===== src/rtl/seq_gen_pkg.sv =====
// Shared types and constants for the serial pattern generator:
// FSM state encoding, default pattern and gap counter width.
package seq_gen_pkg;

  typedef enum logic [1:0] {
    IDLE,
    SEND,
    GAP,
    DONE
  } state_t;

  localparam int                         DEFAULT_PAT_LEN = 5;
  localparam logic [DEFAULT_PAT_LEN-1:0] DEFAULT_PATTERN = 5'b11011;
  localparam int                         GAP_W           = 8;

endpackage


===== src/rtl/seq_pattern_gen_if.sv =====
// Control/data bundle between a stimulus master and the serial pattern
// generator: start/abort request side plus the serial stream and status.
interface seq_pattern_gen_if #(
  parameter int CNT_W = 8
);

  logic             start;
  logic [CNT_W-1:0] repeat_cnt;
  logic             abort;
  logic             out;
  logic             out_valid;
  logic             busy;
  logic             done;

  modport master (
    output start, repeat_cnt, abort,
    input  out, out_valid, busy, done
  );

  modport slave (
    input  start, repeat_cnt, abort,
    output out, out_valid, busy, done
  );

endinterface


===== src/rtl/seq_gen_down_cnt.sv =====
// Loadable down counter with a zero flag; load wins over decrement and the
// caller only decrements a non-zero count, so the value never wraps.
module seq_gen_down_cnt #(
  parameter int W = 8
) (
  input  logic         clk,
  input  logic         rst,
  input  logic         load,
  input  logic         dec,
  input  logic [W-1:0] load_val,
  output logic [W-1:0] count,
  output logic         zero
);

  // NOTE: sequential state uses non-blocking assignments so every register
  // samples pre-edge values regardless of process ordering.
  always_ff @(posedge clk) begin
    if (rst) begin
      count <= '0;
    end else if (load) begin
      count <= load_val;
    end else if (dec) begin
      count <= count - W'(1);
    end
  end

  assign zero = (count == '0);

endmodule


===== src/rtl/seq_pattern_gen.sv =====
// Bit-serial pattern transmitter: sends PATTERN MSB first, N times, with GAP
// idle cycles between repeats. Define SEQ_GEN_OVERLAP_EN to skip the leading
// OVL_LEN bits of every repeat after the first when GAP is 0.
module seq_pattern_gen
  import seq_gen_pkg::*;
#(
  parameter int                 PAT_LEN = DEFAULT_PAT_LEN,
  parameter logic [PAT_LEN-1:0] PATTERN = PAT_LEN'(DEFAULT_PATTERN),
  parameter int                 GAP     = 0,
  parameter int                 CNT_W   = 8,
  parameter int                 OVL_LEN = 2
) (
  input logic              clk,
  input logic              rst,
  seq_pattern_gen_if.slave bus
);

  localparam int                 IDX_W     = $clog2(PAT_LEN);
  localparam logic [IDX_W-1:0]   FIRST_IDX = IDX_W'(PAT_LEN - 1);
`ifdef SEQ_GEN_OVERLAP_EN
  localparam logic [IDX_W-1:0]   RPT_IDX   = IDX_W'(PAT_LEN - 1 - OVL_LEN);
`else
  localparam logic [IDX_W-1:0]   RPT_IDX   = FIRST_IDX;
`endif

  if (PAT_LEN < 2 || PAT_LEN > 16) begin : g_chk_len
    $error("seq_pattern_gen: PAT_LEN must be in 2..16");
  end
  if (OVL_LEN < 0 || OVL_LEN >= PAT_LEN) begin : g_chk_ovl
    $error("seq_pattern_gen: OVL_LEN must be in 0..PAT_LEN-1");
  end
  if (GAP < 0 || GAP > 255) begin : g_chk_gap
    $error("seq_pattern_gen: GAP must be in 0..255");
  end

  state_t             state_q, state_d;
  logic [IDX_W-1:0]   bit_idx_q, bit_idx_d;
  logic [CNT_W-1:0]   rep_left;
  logic               rep_zero, rep_load, rep_dec;
  logic [GAP_W-1:0]   gap_cnt;
  logic               gap_zero, gap_load, gap_dec;
  logic               out_q, out_valid_q, busy_q, done_q;

  seq_gen_down_cnt #(.W(CNT_W)) u_rep_cnt (
    .clk      (clk),
    .rst      (rst),
    .load     (rep_load),
    .dec      (rep_dec & ~rep_zero),
    .load_val (bus.repeat_cnt),
    .count    (rep_left),
    .zero     (rep_zero)
  );

  seq_gen_down_cnt #(.W(GAP_W)) u_gap_cnt (
    .clk      (clk),
    .rst      (rst),
    .load     (gap_load),
    .dec      (gap_dec & ~gap_zero),
    .load_val (GAP_W'(GAP)),
    .count    (gap_cnt),
    .zero     (gap_zero)
  );

  // The GAP parameter hides the imported GAP state literal, so the state is
  // always referenced with its package scope.
  always_comb begin
    // NOTE: every combinational output gets a default first so no path
    // through the case statement can infer a latch.
    state_d   = state_q;
    bit_idx_d = bit_idx_q;
    rep_load  = 1'b0;
    rep_dec   = 1'b0;
    gap_load  = 1'b0;
    gap_dec   = 1'b0;
    unique case (state_q)
      IDLE: begin
        if (bus.start) begin
          if (bus.repeat_cnt != '0) begin
            state_d   = SEND;
            bit_idx_d = FIRST_IDX;
            rep_load  = 1'b1;
          end else begin
            state_d = DONE;
          end
        end
      end
      SEND: begin
        if (bus.abort) begin
          state_d = IDLE;
        end else if (bit_idx_q != '0) begin
          bit_idx_d = bit_idx_q - IDX_W'(1);
        end else if (rep_left == CNT_W'(1)) begin
          state_d = DONE;
        end else begin
          rep_dec = 1'b1;
          if (GAP > 0) begin
            state_d  = seq_gen_pkg::GAP;
            gap_load = 1'b1;
          end else begin
            bit_idx_d = RPT_IDX;
          end
        end
      end
      seq_gen_pkg::GAP: begin
        if (bus.abort) begin
          state_d = IDLE;
        end else begin
          gap_dec = 1'b1;
          if (gap_cnt == GAP_W'(1)) begin
            state_d   = SEND;
            bit_idx_d = FIRST_IDX;
          end
        end
      end
      DONE:    state_d = IDLE;
      default: state_d = IDLE;
    endcase
  end

  // Outputs are registered from the next state so they line up with it.
  always_ff @(posedge clk) begin
    if (rst) begin
      state_q     <= IDLE;
      bit_idx_q   <= '0;
      out_q       <= 1'b0;
      out_valid_q <= 1'b0;
      busy_q      <= 1'b0;
      done_q      <= 1'b0;
    end else begin
      state_q     <= state_d;
      bit_idx_q   <= bit_idx_d;
      out_q       <= (state_d == SEND) && PATTERN[bit_idx_d];
      out_valid_q <= (state_d == SEND);
      busy_q      <= (state_d == SEND) || (state_d == seq_gen_pkg::GAP);
      done_q      <= (state_d == DONE);
    end
  end

  assign bus.out       = out_q;
  assign bus.out_valid = out_valid_q;
  assign bus.busy      = busy_q;
  assign bus.done      = done_q;

endmodule


===== src/flat_wrapper.sv =====
// flat-port wrapper written by rule: the top's interface ports become plain ports
module seq_pattern_gen_flat import seq_gen_pkg::*;
#(
  parameter int                 PAT_LEN = DEFAULT_PAT_LEN,
  parameter logic [PAT_LEN-1:0] PATTERN = PAT_LEN'(DEFAULT_PATTERN),
  parameter int                 GAP     = 0,
  parameter int                 CNT_W   = 8,
  parameter int                 OVL_LEN = 2
)
  (clk, rst, bus_start, bus_repeat_cnt, bus_abort, bus_out, bus_out_valid, bus_busy, bus_done);
  seq_pattern_gen_if #(.CNT_W(CNT_W)) bus_i ();
  input logic clk;
  input logic rst;
  input wire logic [$bits(bus_i.start)-1:0] bus_start;
  input wire logic [$bits(bus_i.repeat_cnt)-1:0] bus_repeat_cnt;
  input wire logic [$bits(bus_i.abort)-1:0] bus_abort;
  output wire logic [$bits(bus_i.out)-1:0] bus_out;
  output wire logic [$bits(bus_i.out_valid)-1:0] bus_out_valid;
  output wire logic [$bits(bus_i.busy)-1:0] bus_busy;
  output wire logic [$bits(bus_i.done)-1:0] bus_done;
  assign bus_i.start = bus_start;
  assign bus_i.repeat_cnt = bus_repeat_cnt;
  assign bus_i.abort = bus_abort;
  assign bus_out = bus_i.out;
  assign bus_out_valid = bus_i.out_valid;
  assign bus_busy = bus_i.busy;
  assign bus_done = bus_i.done;
  seq_pattern_gen #(.PAT_LEN(PAT_LEN), .PATTERN(PATTERN), .GAP(GAP), .CNT_W(CNT_W), .OVL_LEN(OVL_LEN)) u_core (.clk(clk), .rst(rst), .bus(bus_i));
endmodule

===== config.mk =====
export PLATFORM = sky130hd
export DESIGN_NAME = seq_pattern_gen_flat
export DESIGN_NICKNAME = d
export VERILOG_FILES = /design/src/rtl/seq_gen_pkg.sv /design/src/rtl/seq_pattern_gen_if.sv /design/src/rtl/seq_gen_down_cnt.sv /design/src/rtl/seq_pattern_gen.sv /design/src/flat_wrapper.sv
export SDC_FILE = /design/constraint.sdc
export NUM_CORES = 1
export LEC_CHECK = 0
export ABC_AREA = 1
export BUFFER_PORTS_ARGS = -buffer_cell sky130_fd_sc_hd__buf_2
export CORE_MARGIN = 2
export CORE_UTILIZATION = 35
export CTS_BUF_LIST = sky130_fd_sc_hd__clkbuf_8
export CTS_CLUSTER_DIAMETER = 100
export DETAILED_ROUTE_END_ITERATION = 10
export PLACE_DENSITY = 0.5
export RECOVER_POWER = 50
export SYNTH_ARGS = -nofsm -noshare
export SYNTH_HDL_FRONTEND = slang
export SYNTH_SLANG_ARGS = --single-unit

===== constraint.sdc =====
create_clock -name clk -period 4.48 [get_ports clk]
set_clock_uncertainty 0.2 [all_clocks]
set_input_delay 0.896 -clock clk [delete_from_list [all_inputs] [get_ports clk]]
set_output_delay 0.896 -clock clk [all_outputs]
set_load 0.05 [all_outputs]

# After elaboration in Yosys (flattened, before gate mapping)
# Memory sizes are Yosys's and may differ from the RTL's.
# Index checks and enable logic that the tools add are counted.
[totals]
reg_bits = 25
mem_bits_ro = 8
in_bits = 12
out_inout_bits = 4
elab_cells = 61
mem_count = 1
[op_classes]
n_addsub = 3
n_lt_le_gt_ge = 1
n_eq_ne = 8
mux = 28
bitwise_logic = 4
reduce_logical = 8
[memory_table]
columns = ["name", "words", "width", "read_ports", "rd_ports_with_merged_regs", "write_ports", "line", "source"]
rows = [
  ["(name not given)", 8, 1, 1, 0, 0, "seq_pattern_gen.sv:132", "out_q <= (state_d == SEND) && PATTERN[bit_idx_d];"],
]
[op_table]
columns = ["cell", "count"]
rows = [
  ["$mux W3", 7],
  ["$eq A8 B1 Y1 const B", 2],
  ["$logic_not A8 Y1", 2],
  ["$mux W8", 2],
  ["$sub A8 B1 Y8 const B", 2],
  ["$mux W2", 7],
  ["$mux W1", 10],
  ["$pmux W3 S3", 1],
  ["$eq A2 B2 Y1 const B", 4],
  ["$pmux W2 S4", 1],
  ["$reduce_bool A8 Y1", 1],
  ["$eq A2 B1 Y1 const B", 2],
  ["$lt A3 B4 Y1 const B", 1],
  ["$reduce_bool A3 Y1", 1],
  ["$sub A3 B1 Y3 const B", 1],
  ["$and A1 B1 Y1", 2],
  ["$logic_not A2 Y1", 1],
  ["$not A1 Y1", 2],
  ["$reduce_bool A2 Y1", 1],
  ["$logic_and A1 B1 Y1", 1],
  ["$logic_or A1 B1 Y1", 1],
]

# Logic depth before layout (Yosys ltp)
# Gate-level depths: netlist of the first run.
[depth]
word_depth = 8
mapped_depth = 13
mapped_depth_nobuf = 13

# Hierarchy
# Synthesis of the first run repeated with hierarchy kept, for this count alone.
[hier_totals]
cells_unflattened = 281
hier_area_um2 = 1750.4
[modules_own_cells]
columns = ["module", "instances", "cells_each", "area_each_um2"]
rows = [
  ["seq_gen_down_cnt", 2, 81, 538.0],
  ["seq_pattern_gen", 1, 119, 674.4],
]

# Worst setup path before layout of the first run
# No wires, ideal clock.
[synth_timing]
path_kind = "input -> register"
from = "input port bus_repeat_cnt[1]"
to = "register u_core.out_q, in the netlist u_core.bus.out"
arrival_time_ns = 1.758
required_time_ns = 4.171
slack_ns = 2.413
stages = 9
cell_sequence = "nor2_1 nand3_1 o21ai_2 buf_6 nand3_1 a21oi_1 nand3_1 nand2_1 inv_1"
[synth_via]
elab_chain_cells = 7
elab_cells_between_ends = 11
[synth_lines]
columns = ["item", "line", "source"]
rows = [
  ["start: declaration", "flat_wrapper.sv:15", "input wire logic [$bits(bus_i.repeat_cnt)-1:0] bus_repeat_cnt;"],
  ["$reduce_bool A8 Y1 *", "seq_pattern_gen.sv:78", "if (bus.repeat_cnt != '0) begin"],
  ["$mux W3", "seq_pattern_gen.sv:78", ""],
  ["$mux W3", "seq_pattern_gen.sv:77", "if (bus.start) begin"],
  ["$pmux W3 S3", "seq_pattern_gen.sv:75", "unique case (state_q)"],
  ["$mem_v2 Z8 W1", "-", ""],
  ["$mux W1 (implied by the code)", "seq_pattern_gen.sv:132", ""],
  ["$logic_and A1 B1 Y1 *", "seq_pattern_gen.sv:132", ""],
  ["end signal: assignment", "seq_pattern_gen.sv:132", ""],
  ["end: declaration", "seq_pattern_gen.sv:42", "logic out_q, out_valid_q, busy_q, done_q;"],
]
# Mark *: on every way between the ends. The rest lies on a longest branch, timed or not. The select of a mux whose other input is x is not followed.
# A chain may end at the register's enable or synchronous reset.

# Worst setup path in the final report of the first run
[layout_timing]
from = "input port bus_repeat_cnt[0]"
to = "register u_core.u_rep_cnt.count[1]"
[layout_via]
elab_chain_cells = 5
elab_cells_between_ends = 6
[layout_lines]
columns = ["item", "line", "source"]
rows = [
  ["$reduce_bool A8 Y1 *", "seq_pattern_gen.sv:78", ""],
  ["$mux W1 *", "seq_pattern_gen.sv:78", ""],
  ["$mux W1 *", "seq_pattern_gen.sv:77", ""],
  ["$mux W1 *", "seq_pattern_gen.sv:75", ""],
  ["$mux W8 / $reduce_bool A2 Y1 (equally long branches)", "-", ""],
  ["end signal: assignment", "seq_gen_down_cnt.sv:21", "count <= load_val;"],
  ["end signal: assignment", "seq_gen_down_cnt.sv:23", "count <= count - W'(1);"],
  ["end: declaration", "seq_gen_down_cnt.sv:11", "output logic [W-1:0] count,"],
]
# Mark *: on every way between the ends. The rest lies on a longest branch, timed or not.

==> results of run 1 <==
worst paths after layout:
path | from | end | slack [ns]
setup reg to reg | u_core.bit_idx_q[0] | u_core.bus.busy | 2.49
hold reg to reg | u_core.u_gap_cnt.count[5] | u_core.u_gap_cnt.count[5] | 0.29
hold / removal | u_core.u_gap_cnt.count[5] | u_core.u_gap_cnt.count[5] | 0.29
setup / recovery | bus_repeat_cnt[0] | u_core.u_rep_cnt.count[1] | 2.28
through the flow:
stage          cell area, sq um  setup WS [ns]  power (mW)  hold WS [ns]
3_3_place_gp               1630          2.008      0.3412        0.2684
4_1_cts                    1679          2.266      0.4816        0.2980
5_1_grt                    1653          2.019      0.5045        0.3226
3_5_place_dp               1630          1.961      0.3403        0.2774
2_1_floorplan              1511          2.413      0.3176        0.2472
6_report                   1653          2.279      0.4745        0.2930
cell usage in the layout (no fill, tap or decap):
cell,count
a21oi_1,11
a31oi_1,4
and2_1,1
buf_2,9
clkbuf_1,6
clkbuf_8,3
clkinvlp_4,1
dfxtp_1,25
ha_1,9
inv_1,43
inv_2,1
nand2_1,49
nand2_2,2
nand2_4,1
nand3_1,11
nand3b_1,1
nand4_1,3
nor2_1,30
nor2_2,1
nor2_4,2
nor3_1,5
nor3_2,1
o211ai_1,2
o21ai_0,7
o21ai_1,1
o21ai_2,1
o21bai_1,1
o221ai_1,1
o22ai_1,1
o31ai_1,1
or2_1,1
xnor2_1,2
xor2_1,3
layout make-up:
class | instances | area, sq um
fillers | 454 | 2434
multi-input cells | 152 | 808.3
flip-flops and latches | 25 | 500.5
inverters | 44 | 165.2
repair buffers | 15 | 67.56
well taps | 50 | 62.56
clock buffers | 3 | 41.29
clock inverters | 1 | 7.507
power groups by stage:
stage	registers, mW	logic, mW	clock network, mW
2_1_floorplan	0.251	0.0666	0
3_3_place_gp	0.245	0.0961	0
3_5_place_dp	0.245	0.0954	0
4_1_cts	0.240	0.0956	0.146
5_1_grt	0.241	0.106	0.157
6_report	0.240	0.0932	0.142
layer usage:
metal / wire [microns] / GRT usage, %
met5: 0 / 0
met4: 57 / 2.991
met3: 116 / 3.779
met2: 1483 / 24.25
met1: 1475 / 16.56
registers in the layout (all words and copies together), names as in the netlist:
name,cells
u_core.u_gap_cnt.count,8
u_core.u_rep_cnt.count,8
u_core.bit_idx_q,3
u_core.state_q,2
u_core.bus.busy,1
u_core.bus.done,1
u_core.bus.out,1
u_core.bus.out_valid,1
cells by family after synthesis:
logic type	Yosys count
xor+xnor	5
buf+inv	47
compound gates	30
flops	25
fa+ha+maj	9
simple gates	108
critical path: stages:
cell     delay, ns
buf_2         0.10
nor2_1        0.08
nand3_1       0.14
o21ai_2       0.40
inv_1         0.18
nand2_1       0.10
o21ai_0       0.08
a31oi_1       0.14
nor2_1        0.05
==> flow_summary.toml, run 1 <==
[run_status]
outcome = "completed"

[yosys]
yosysMostFrequentCell = "nand2_1"
synth_xor_area_share_pct = 2.897
yosysTopAreaCell = "dfxtp_1"
synth_top_family_by_area = "simple AND/OR/NAND/NOR gates"
synth_fa_ha_area_share_pct = 7.450
yosysSeqAreaShare_pct = 33.11
synth_nets = 245
yosys.area_share.simple_pct = 32.86
synth_warnings = 0
yosysTopAreaCellShare_pct = 33.11
synth_mux_area_share_pct = 0
synth-async-reset-ratio_pct = 0
ys_ff_latch = 25
synth_area_sq_um = 1511
postSynthCellCount = 224
synthTopCellsByCount = "nand2_1, inv_1, nor2_1"
synth_edf_count = 0
ys_types = 33
synth_area_leaders = "dfxtp_1, nand2_1, inv_1"
synth_compound_area_share_pct = 11.51
synth.avg_cell_area_sq_um = 6.748
synth_ff_type = "dfxtp_1"

[critical_path]
setup.worst_path.class = "primary input to flip-flop"
r2r_cells = 11
arrival_ns = 2.16
crit_path_start_kind = "primary input"
cp_data_required_time_ns = 4.44
crit_path_end_kind = "flip-flop"
cp_max_fo = 11

[timing]
worst_pin_slew_ns = 0.5946
fin_setup_tns_ns = 0
max_freq_ghz = 0.4544
hold_viol_final = 0
period_share_pct = 49.12
rsz0062_at_grt = "no"
fin_crit_ns = 2.201
finalSetupViolCount = 0
drv_slew = 0
relSlewSlack_pct = 60.53

[routing]
ant_nets = 0
initialDrtViolationCount = 44
drt_wl_total_microns = 3132
viasPerCell = 4.634
wl_per_cell_microns = 10.80
drt-pass1-iter-count = 6
via_count = 1344
drc_errors = 0

[pwr]
p_clk_share_pct = 29.8
combPwrFrac_pct = 19.6
p_seq_share_pct = 50.5
switching_power_mw = 0.1468
p_sw_share_pct = 30.93
leakagePower_nw = 0.8090
p_per_area_nw_per_um2 = 287.1
vdd_drop_max_uv = 205.1
p_int_mw = 0.3277

[clock_tree]
postCtsHoldBufs = 0
clk_latency_ns = 0.27
clkSinkCount = 25
post_cts_resized = 0
cts-buffers-inserted = 3
h-tree-depth = 1
clk_path_buf_depth = 2
post_cts_buffers = 0
cts_tree = "yes"
clkTransAtPathRegs_ns = 0.10
root_buffer = "clkbuf_8"

[floorplan]
initial_utilization_pct = 36.99
io_pins = 16
dieArea_sq_um = 4860
die_w_microns = 69.72
die_h_microns = 69.72
core_sq_um = 4086
rows = 23

[placed_design]
place_congestion = 0.7767
place_hpwl_microns = 2452
place.port_buffers = 15
place_inst = 286

[final_layout]
final_layout_size_suffix_gt1_share_pct = 9.167
num_antenna_cells = 0
layoutNonFillerInstCount = 290
nets = 262
area_growth_pct = 9.355
final_core_util_pct = 40.45

[global_routing]
gr-usage-all-layers_pct = 13.71
grt_pass1_vias = 1280
overflow = 0
grt_pass1_wl_microns = 5485
antenna_found_initial = 0
grt_max_degree = 17

[flow_run]
maxCapViolations = 0

[hold_path]
worstHoldPathCells = 1
hold_path_class = "flip-flop to flip-flop"
Power figures use the tool's default switching activity.
==> run 2, diff against run 1 <==
clock period = 2.28 ns   (was 4.48 ns; I/O delays follow)
==> run 2 against run 1 <==
Effect of this change:
- design area is 1.3% higher
- clock power is 100% higher
- sequential power is 97% higher
- combinational power is 98% higher
- first-iteration DRC count is 36% lower
- worst setup slack worse by 1.9 ns
- global-route usage is 0.086 points lower
==> flow_summary.toml, run 2 (synthesized netlist as in run 1, its figures left out) <==
[run_status]
outcome = "completed"

[final_layout]
num_antenna_cells = 0
mostFrequentLayoutCells = "nand2_1, inv_1, nor2_1"
seq_area_sq_um = 500.5
reg_top3 = "u_core.u_gap_cnt.count: 8 flops, u_core.u_rep_cnt.count: 8 flops, u_core.bit_idx_q: 3 flops"
nets = 264
multi_input_area_sq_um = 812.0
final_common_cell = "nand2_1"
fillers = 464
final_layout_size_suffix_gt1_share_pct = 10.74
layoutNonFillerInstCount = 292
area_growth_pct = 10.76

[critical_path]
crit_top_cell = "inv_1"
path_delay_family = "adder cells"
arrival_ns = 1.91
slowest_delay_ns = 0.32
rrSetupSlack_ns = 0.35
r2r_cells = 11
setup.worst_path.class = "flip-flop to flip-flop"
crit_path_start_kind = "flip-flop"
cp_data_required_time_ns = 2.26
cp_num_buf_inv = 3
crit_slowest_cell = "dfxtp_1"
reg2reg_from = "u_core.bit_idx_q[0]"
rr_endpoint = "u_core.bus.busy"
path_cells = "inv_1 > ha_1 > nand2_1 > nor2_1 > nand2_1 > o21ai_0 > a21oi_1 > inv_1 > ha_1 > inv_1 > nor2_1"
cp_max_fo = 4
crit_path_end_kind = "flip-flop"

[clock_tree]
root_buffer = "clkbuf_8"
post_cts_buffers = 0
cts-buffers-inserted = 3
clk_path_buf_depth = 2
postCtsHoldBufs = 0
clk_latency_ns = 0.28
post_cts_resized = 0
cts_tree = "yes"
clkSinkCount = 25
clkTransAtPathRegs_ns = 0.10
h-tree-depth = 1

[hold_path]
holdPathEnd = "u_core.u_rep_cnt.count[6]"
hp-start = "bus_repeat_cnt[6]"
worstHoldPathCells = 3
hold_path_class = "primary input to flip-flop"

[timing]
period_share_pct = 84.61
hold_viol_final = 0
timing.final.ws_setup_ns = 0.3509
worst_pin_slew_ns = 0.5962
finalSetupViolCount = 0
fin_hold_ws_ns = 0.2673
drv_slew = 0
relSlewSlack_pct = 60.42
fin_crit_ns = 1.929
max_freq_ghz = 0.5184
rsz0062_at_grt = "no"
fin_setup_tns_ns = 0

[floorplan]
core_sq_um = 4086
dieArea_sq_um = 4860
initial_utilization_pct = 36.99
rows = 23
die_h_microns = 69.72
io_pins = 16
die_w_microns = 69.72

[global_routing]
antenna_found_initial = 0
overflow = 0
grt_pass1_wl_microns = 5395
grt_pass1_vias = 1282
gr-usage-all-layers_pct = 13.63
grt_max_degree = 16

[routing]
drc_errors = 0
wl_per_cell_microns = 10.76
ant_nets = 0
drt_wl_total_microns = 3141
drt-pass1-iter-count = 4
initialDrtViolationCount = 28
viasPerCell = 4.534
via_count = 1324

[placed_design]
place_hpwl_microns = 2459
place.port_buffers = 15
place_inst = 288
dp_slack_ns = 0.3622
place_congestion = 0.7481

[pwr]
vdd_drop_max_uv = 289.3
p_per_area_nw_per_um2 = 563.7
leakagePower_nw = 0.8198

[flow_run]
maxCapViolations = 0
[run 2: worst min-delay path, cell delays in order]
cell     delay [ns]
buf_2          0.10
nand2_1        0.06
a31oi_1        0.08
[run 2: worst max-delay path by stage]
stage,to,slack [ns],startpoint,cells past startpoint
floorplan,u_core.bus.busy,0.52,u_core.bit_idx_q[0],11
global placement,u_core.bus.busy,0.35,u_core.bit_idx_q[0],11
detailed placement,u_core.bus.busy,0.36,u_core.bit_idx_q[0],11
CTS,u_core.bus.busy,0.32,u_core.bit_idx_q[1],11
global route,u_core.u_gap_cnt.count[7],0.14,u_core.u_gap_cnt.count[0],13
finish,u_core.bus.busy,0.35,u_core.bit_idx_q[0],11
[run 2: report_power, final]
| part | switching, mW | leakage, nW | total, mW | internal (mW) |
|---|---|---|---|---|
| sequential | 0.0150 | 0.204 | 0.472 | 0.457 |
| combinational | 0.119 | 0.594 | 0.185 | 0.0659 |
| clock | 0.162 | 0.0217 | 0.287 | 0.124 |
[run 2: layer usage]
layer / vias up / track usage [%] / share of wire (%)
met5: - / 0 / 0
met4: 0 / 3.632 / 1.4
met3: 6 / 3.634 / 3.6
met2: 25 / 23.08 / 45
met1: 560 / 17.11 / 50
li1: 733 / - / -
[run 2: cell type report]
class                           instances  area share, %
Timing Repair Buffer                   17          5.082
Clock buffer                            3          2.466
Tap cell                               50          3.737
Sequential cell                        25          29.90
Clock inverter                          1         0.4484
Multi-Input combinational cell        152          48.51
Inverter                               44          9.865
[run 2: through the flow]
stage                     util (%)  power [mW]  area, sq um
after floorplan                  -      0.6241         1511
after global placement       40.26      0.6758         1645
after detailed placement     40.26      0.6729         1645
after CTS                    41.46      0.9625         1694
after global routing         40.97       1.004         1674
final                        40.97      0.9437         1674
